[src/rtl/dbg_mem_port.sv]
// Debug-port master for the dual-port data RAM: single/burst read and fill commands in, registered RAM strobes out.
// Optional address range checking is enabled by defining DBG_MEM_RANGE_CHECK_EN.
module dbg_mem_port #(
   parameter int unsigned ADDR_W = 32,
   parameter int unsigned LEN_W  = 8
) (
   input  logic              clk,
   input  logic              rst_n,
   input  logic              cmd_valid,
   output logic              cmd_ready,
   input  logic              cmd_we,
   input  logic [ADDR_W-1:0] cmd_addr,
   input  logic [31:0]       cmd_wdata,
   input  logic [3:0]        cmd_be,
   input  logic [LEN_W-1:0]  cmd_len,
   output logic              rsp_valid,
   input  logic              rsp_ready,
   output logic [31:0]       rsp_rdata,
   output logic              rsp_err,
   output logic              rsp_last,
   output logic [ADDR_W-1:0] addrb,
   output logic [31:0]       dinb,
   output logic [3:0]        web,
   input  logic [31:0]       doutb,
   output logic              busy
);

`ifdef DBG_MEM_RANGE_CHECK_EN
   localparam logic RANGE_CHECK = 1'b1;
`else
   localparam logic RANGE_CHECK = 1'b0;
`endif

   typedef enum logic [2:0] {
      IDLE    = 3'd0,
      WR      = 3'd1,
      RD_ADDR = 3'd2,
      RD_WAIT = 3'd3,
      RD_RESP = 3'd4,
      WR_RESP = 3'd5
   } state_t;

   function automatic logic addr_err(input logic [ADDR_W-1:0] a);
      return RANGE_CHECK & (|a[ADDR_W-1:18]);
   endfunction

   state_t             r_state, w_state_nxt;
   logic [ADDR_W-1:0]  r_cur, w_cur_nxt;
   logic [LEN_W-1:0]   r_cnt, w_cnt_nxt;
   logic [3:0]         r_be, w_be_nxt;
   logic               r_sticky, w_sticky_nxt;
   logic               r_cmd_ready, w_cmd_ready_nxt;
   logic               r_busy, w_busy_nxt;
   logic               r_rsp_valid, w_rsp_valid_nxt;
   logic [31:0]        r_rsp_rdata, w_rsp_rdata_nxt;
   logic               r_rsp_err, w_rsp_err_nxt;
   logic               r_rsp_last, w_rsp_last_nxt;
   logic [ADDR_W-1:0]  r_addrb, w_addrb_nxt;
   logic [31:0]        r_dinb, w_dinb_nxt;
   logic [3:0]         r_web, w_web_nxt;
   logic [ADDR_W-1:0]  w_acc_addr;
   logic [ADDR_W-1:0]  w_cur_inc;

   assign w_acc_addr = cmd_addr & ~ADDR_W'(3);
   assign w_cur_inc  = r_cur + ADDR_W'(4);

   always_ff @(posedge clk or negedge rst_n) begin
      if (!rst_n) begin
         r_state     <= IDLE;
         r_cur       <= '0;
         r_cnt       <= '0;
         r_be        <= '0;
         r_sticky    <= 1'b0;
         r_cmd_ready <= 1'b0;
         r_busy      <= 1'b0;
         r_rsp_valid <= 1'b0;
         r_rsp_rdata <= '0;
         r_rsp_err   <= 1'b0;
         r_rsp_last  <= 1'b0;
         r_addrb     <= '0;
         r_dinb      <= '0;
         r_web       <= '0;
      end else begin
         r_state     <= w_state_nxt;
         r_cur       <= w_cur_nxt;
         r_cnt       <= w_cnt_nxt;
         r_be        <= w_be_nxt;
         r_sticky    <= w_sticky_nxt;
         r_cmd_ready <= w_cmd_ready_nxt;
         r_busy      <= w_busy_nxt;
         r_rsp_valid <= w_rsp_valid_nxt;
         r_rsp_rdata <= w_rsp_rdata_nxt;
         r_rsp_err   <= w_rsp_err_nxt;
         r_rsp_last  <= w_rsp_last_nxt;
         r_addrb     <= w_addrb_nxt;
         r_dinb      <= w_dinb_nxt;
         r_web       <= w_web_nxt;
      end
   end

   // Every output is registered, so each branch computes what the next state presents.
   always_comb begin
      w_state_nxt     = r_state;
      w_cur_nxt       = r_cur;
      w_cnt_nxt       = r_cnt;
      w_be_nxt        = r_be;
      w_sticky_nxt    = r_sticky;
      w_rsp_valid_nxt = r_rsp_valid;
      w_rsp_rdata_nxt = r_rsp_rdata;
      w_rsp_err_nxt   = r_rsp_err;
      w_rsp_last_nxt  = r_rsp_last;
      w_addrb_nxt     = r_addrb;
      w_dinb_nxt      = r_dinb;
      w_web_nxt       = '0;

      case (r_state)
         IDLE: begin
            if (cmd_valid && r_cmd_ready) begin
               w_cur_nxt    = w_acc_addr;
               w_cnt_nxt    = cmd_len;
               w_be_nxt     = cmd_be;
               w_addrb_nxt  = w_acc_addr;
               w_sticky_nxt = 1'b0;
               if (cmd_we) begin
                  w_state_nxt  = WR;
                  w_dinb_nxt   = cmd_wdata;
                  w_sticky_nxt = addr_err(w_acc_addr);
                  w_web_nxt    = addr_err(w_acc_addr) ? 4'h0 : cmd_be;
               end else begin
                  w_state_nxt = RD_ADDR;
               end
            end
         end
         WR: begin
            if (r_cnt == '0) begin
               w_state_nxt     = WR_RESP;
               w_rsp_valid_nxt = 1'b1;
               w_rsp_last_nxt  = 1'b1;
               w_rsp_rdata_nxt = '0;
               w_rsp_err_nxt   = r_sticky;
            end else begin
               w_cur_nxt    = w_cur_inc;
               w_cnt_nxt    = r_cnt - 1'b1;
               w_addrb_nxt  = w_cur_inc;
               w_sticky_nxt = r_sticky | addr_err(w_cur_inc);
               w_web_nxt    = addr_err(w_cur_inc) ? 4'h0 : r_be;
            end
         end
         WR_RESP: begin
            if (rsp_ready) begin
               w_state_nxt     = IDLE;
               w_rsp_valid_nxt = 1'b0;
               w_rsp_last_nxt  = 1'b0;
               w_rsp_err_nxt   = 1'b0;
            end
         end
         RD_ADDR: begin
            w_state_nxt = RD_WAIT;
         end
         RD_WAIT: begin
            // doutb now reflects the address presented during RD_ADDR.
            w_state_nxt     = RD_RESP;
            w_rsp_valid_nxt = 1'b1;
            w_rsp_last_nxt  = (r_cnt == '0);
            w_rsp_err_nxt   = addr_err(r_cur);
            w_rsp_rdata_nxt = addr_err(r_cur) ? 32'h0 : doutb;
         end
         RD_RESP: begin
            if (rsp_ready) begin
               w_rsp_valid_nxt = 1'b0;
               w_rsp_last_nxt  = 1'b0;
               w_rsp_err_nxt   = 1'b0;
               if (r_cnt == '0) begin
                  w_state_nxt = IDLE;
               end else begin
                  w_state_nxt = RD_ADDR;
                  w_cur_nxt   = w_cur_inc;
                  w_cnt_nxt   = r_cnt - 1'b1;
                  w_addrb_nxt = w_cur_inc;
               end
            end
         end
         default: begin
            w_state_nxt = IDLE;
         end
      endcase

      w_cmd_ready_nxt = (w_state_nxt == IDLE);
      w_busy_nxt      = (w_state_nxt != IDLE);
   end

   assign cmd_ready = r_cmd_ready;
   assign busy      = r_busy;
   assign rsp_valid = r_rsp_valid;
   assign rsp_rdata = r_rsp_rdata;
   assign rsp_err   = r_rsp_err;
   assign rsp_last  = r_rsp_last;
   assign addrb     = r_addrb;
   assign dinb      = r_dinb;
   assign web       = r_web;

endmodule

[config.mk]
export PLATFORM = sky130hd
export DESIGN_NAME = dbg_mem_port
export DESIGN_NICKNAME = d
export VERILOG_FILES = /design/src/rtl/dbg_mem_port.sv
export SDC_FILE = /design/constraint.sdc
export NUM_CORES = 1
export LEC_CHECK = 0
export BUFFER_PORTS_ARGS = -buffer_cell sky130_fd_sc_hd__buf_4
export CORE_MARGIN = 2
export CORE_UTILIZATION = 45
export CTS_CLUSTER_DIAMETER = 60
export DETAILED_ROUTE_END_ITERATION = 7
export PLACE_DENSITY = 0.79
export SYNTH_ARGS = -nofsm -noshare
export SYNTH_HDL_FRONTEND = slang
export SYNTH_SLANG_ARGS = --single-unit
export TNS_END_PERCENT = 20
[constraint.sdc]
create_clock -name clk -period 3.4 [get_ports clk]
set_input_delay 1.02 -clock clk [delete_from_list [all_inputs] [get_ports clk]]
set_output_delay 1.02 -clock clk [all_outputs]
set_load 0.03 [all_outputs]
---- Word-level counts from Yosys, hierarchy flattened ----
Index checks and enable logic that the tools add are counted.
storage, ports and cells
  memories ................................ 0
  logic and storage cells ................. 68
  bits in latches ......................... 0
  bits in writable memories ............... 0
  bits in registers ....................... 152
  ROM bits ................................ 0
  bits of input ports ..................... 113
operators by class
  order comparisons ....................... 0
  bitwise logic cells ..................... 0
  reductions and logical operators ........ 14
  equality and inequality tests ........... 9
  multiplexer cells ....................... 30
  $add $sub $neg .......................... 2
  divide/modulo/power cells ............... 0
  shift operators ......................... 0
  multipliers ............................. 0
operators by type and width
  cell                                                                count
  32-bit 2-to-1 mux                                                   6
  32-bit case mux with 3 select lines                                 2
  32-bit case mux with 2 select lines                                 1
  32-bit by 3-bit adder with 32-bit output, second input constant     1
  8-bit 2-to-1 mux                                                    3
  8-bit case mux with 3 select lines                                  1
  3-bit case mux with 6 select lines                                  1
  3-bit 2-to-1 mux                                                    4
  4-bit 2-to-1 mux                                                    3
  1-bit case mux with 3 select lines                                  3
  3-bit AND reduction                                                 3
  3-bit nonzero test                                                  3
  8-bit logical NOT                                                   1
  4-bit case mux with 2 select lines                                  1
  8-bit by 1-bit subtractor with 8-bit output, second input constant  1
  3-bit by 2-bit == test with 1-bit output, second input constant     2
  3-bit == test, second input constant                                2
  3-bit logical NOT                                                   2
  2-bit != test, second input constant                                3
  2-bit 2-to-1 mux                                                    2
  2-bit AND reduction                                                 2
  3-bit by 1-bit == test with 1-bit output, second input constant     1
  1-bit 2-to-1 mux                                                    3
  2-bit by 1-bit != test with 1-bit output, second input constant     1
  3 further kinds                                                     3

---- Depth between registers and ports, before layout ----
  word-level depth ........................ 5
  gate-level depth with buffers ........... 8
  gate-level depth less buffers ........... 6

---- Least setup slack after synthesis ----
OpenSTA, ideal clock, no wires.
  path type ............................... register -> register
  start point ............................. reg r_cur[2]
  end point ............................... reg r_cur[30]
  stages on the path, launching flop included .. 7
  period minus slack after synthesis ...... 2,286 ps
  path buffers ............................ 1
  slack ................................... 1,114 ps
  arrival ................................. 2,160 ps
  cells stage by stage .................... dfrtp_1 -> ha_1 -> nand4_1 -> or4_1 -> clkbuf_2 -> o311a_1 -> a221o_1
between the ends
  cells in the longest elaborated chain, start to end .. 4
RTL lines
  what                                        RTL line  text
  start, declared                             48        logic [ADDR_W-1:0] r_cur, w_cur_nxt;
  start signal, assigned                      85        r_cur <= w_cur_nxt;
  32-bit by 3-bit adder with 32-bit output *  65        assign w_cur_inc = r_cur + ADDR_W'(4);
  32-bit 2-to-1 mux *                         135, 173
  32-bit 2-to-1 mux                           169       if (rsp_ready) begin
  32-bit case mux with 3 select lines *       116       case (r_state)
Mark *: on every way between the ends. The rest lies on a longest branch, timed or not. The select of a mux whose other input is x is not followed.
A chain may end at the register's enable or synchronous reset.

---- Worst setup path after layout ----
  start point ............................. reg r_cnt[0]
  end point ............................... reg r_cur[28]
between the ends
  cells in the longest elaborated chain, start to end .. 4
RTL lines
  what                                   RTL line  text
  start, declared                        49        logic [LEN_W-1:0] r_cnt, w_cnt_nxt;
  start signal, assigned                 86        r_cnt <= w_cnt_nxt;
  8-bit logical NOT *                    135, 173
  32-bit 2-to-1 mux *                    n/a
  32-bit 2-to-1 mux                      n/a
  32-bit case mux with 3 select lines *  n/a
Marked as above.

==> flow_summary.ini <==
[status]
status = completed

[critical_path]
cp-start-kind = register
worstPathRequired_ns = 3.69
cp.arrival_ns = 2.83
worstSetupPathType = register to register
crit_fanout = 13
critical-path-top-delay-family = simple AND/OR/NAND/NOR gates
max_stage_delay_ns = 0.61
cpMaxStageDelayCell = and4_1
cp.buffers_inverters = 2
reg2reg_slack_ns = 0.86
path_cells = inv_1, ha_1, nor3b_1, and4_1, buf_4, a211oi_1, a221o_1
cp-end-kind = register

[synthesis]
ys_seq_area_share_pct = 51.2
synth_fp_nets = 704
synth_top_area_share_pct = 51.2
async_flop_share_pct = 100
netlist_area_sq_um = 5770
synth_edf_count = 0
ys_types = 66
yosysMostFrequentCell = dfrtp_1
synth-main-ff-cell = dfrtp_1
yosys_warnings = 0
ys_top_cells_by_count = dfrtp_1 (118), nand2_1 (114), a22o_1 (36)
synth_cells = 589
synth-seq-cells = 118
synth.area.top_cells = dfrtp_1 (51%), nand2_1 (7.4%), a22o_1 (5.5%), o211ai_1 (2.9%), o21ai_0 (2.2%)
postSynthAreaPerCell_sq_um = 9.79
synth_top_cell_by_area = dfrtp_1

[global_routing]
antenna_found_initial = 0
grt_pass1_wl_um = 27500
grt_pass1_vias = 5649
grt_max_degree = 53
track_usage_pct = 25.7
overflow = 0

[clock_network]
clkSinkCount = 118
cts_hold_buffers = 0
clk_latency_ns = 0.41
h-tree-depth = 4
cts_root_buffer = clkbuf_16
cts_resized = 0
cts_tree = built
cts.path.max_buffers = 2
cts_setup_buffers = 0
cts_buffers = 17
path_clk_slew_ns = 0.05

[route]
post_drt_wl_per_cell_um = 18.2
vias_per_cell = 5.88
postRouteWirelength_um = 17900
drc_errors = 0
drtIter0Drc = 460
dr_total_vias = 5776
ant_nets = 0
dr.pass1.iters = 6

[timing]
fmax_ghz = 0.394
skew_ns = 0.00766
slew_viol_final = 0
post-route-period-util_pct = 74.7
final-setup-viol-count = 0
period_needed_ns = 2.54
rsz0062_at_grt = no
hold_viol = 0
slew_headroom_pct = 30.1
setup_slack_ns = 0.861
setup_tns_ns = 0
worst_pin_slew_ns = 1.04

[cells_and_area]
drive_gt1_share_pct = 34.7
nets = 913
multi_input_area_sq_um = 2580
fin_util_pct = 65.8
antennaDiodeCount = 0
fillers = 1006
final_cells = 982
regArea_sq_um = 2950
syn2layout_area_growth_pct = 43.4

[power_and_ir_drop]
powerDensity_nw_per_um2 = 1230
power.leakage_nw = 3.93
ir_worst_vdd_mv = 0.579

[run]
maxCapViolCount = 0

[floorplan]
die_x_um = 117
row_count = 41
die_h_um = 117
core_sq_um = 12600
ios = 218
start_util_pct = 45.9
die-area_sq_um = 13700

[placed_design]
dp.cells = 951
dp_worst_setup_slack_ns = 0.869
gp_congestion = 0.871
port-buffer-count = 214
dpl.hpwl_um = 12400

[hold_path]
worstHoldPathType = register to register
[per-stage QoR]
stage	total power, mW	hold slack, ns	area (sq um)
2_1_floorplan	6.09	0.462	5770
3_3_place_gp	7.82	0.459	7590
3_5_place_dp	8.00	0.463	7590
4_1_cts	10.1	0.476	8270
5_1_grt	10.7	0.499	8270
6_report	10.1	0.473	8270
[worst reg2reg max path, cell delays in order, from the launching register on]
cell and delay (ns):
dfrtp_1 0.38, inv_1 0.10, ha_1 0.19, nor3b_1 0.45
and4_1 0.61, buf_4 0.28, a211oi_1 0.07, a221o_1 0.34
[layout make-up]
type                            count  area share, %
Timing Repair Buffer              238           21.8
Multi-Input combinational cell    411           31.2
Inverter                           12          0.545
Sequential cell                   118           35.7
Tap cell                          172           2.60
Clock inverter                      9           2.69
Clock buffer                       22           5.49
[routing by layer]
layer,vias up,share of wire [%],track usage [%]
met5,-,0,0
met4,0,3.4,13.5
met3,55,6.5,4.94
met2,274,51,40.9
met1,2809,39,33.5
li1,2638,-,-
[path summary, 6_finish.rpt]
check	endpoint	depth (start not counted)	from
worst max-delay path	r_cur[28]	7	r_cnt[0]
worst min-delay path	dinb[2]	2	dinb[2]
worst max register to register	r_cur[28]	7	r_cnt[0]
worst min register to register	dinb[2]	2	dinb[2]
max in group asynchronous	dinb[12]	2	rst_n
min in group asynchronous	r_cur[3]	1	rst_n
[where the power goes]
group          total (mW)  switching [mW]  leakage, nW  internal, mW
logic                5.34            3.25         2.14          2.10
clock network        2.08           0.616        0.324          1.46
registers            2.72           0.644         1.46          2.07
[state kept, by name, summed over array words and instances (netlist names)]
name,count
r_state,3
web,4
cmd_ready,1
r_cur,29
addrb,2
rsp_last,1
r_be,4
r_cnt,8
dinb,32
busy,1
rsp_rdata,32
rsp_valid,1
[cell usage in the layout (no fill, tap or decap), drive strengths merged, types with 3 or more instances in the layout]
cell type and n:
a211o 5, a211oi 16, a21o 3, a21oi 16, a221o 3, a22o 36
a22oi 7, a2bb2oi 3, a31oi 4, a32oi 6, and2 4, and3 9
and4 4, buf 238, bufinv 7, clkbuf 22, dfrtp 118, inv 11
mux2 4, mux2i 5, nand2 114, nand3 17, nand4 11, nor2 8
nor3 16, nor4 13, o211ai 22, o21ai 26, o22ai 5, o2bb2ai 9
or3 4, or4 5
[kinds of logic (layout without fill, tap and decap cells)]
kind of cell	Yosys count	count (layout)	synth area share, %
simple gates	215	215	18.3
compound gates	182	182	23.8
flops	118	118	51.2
buf+inv	60	281	4.28
mux	9	9	1.65
fa+ha+maj	2	2	0.434
xor+xnor	2	2	0.304
other cells	1	1	0.0650
Power figures use the tool's default switching activity.
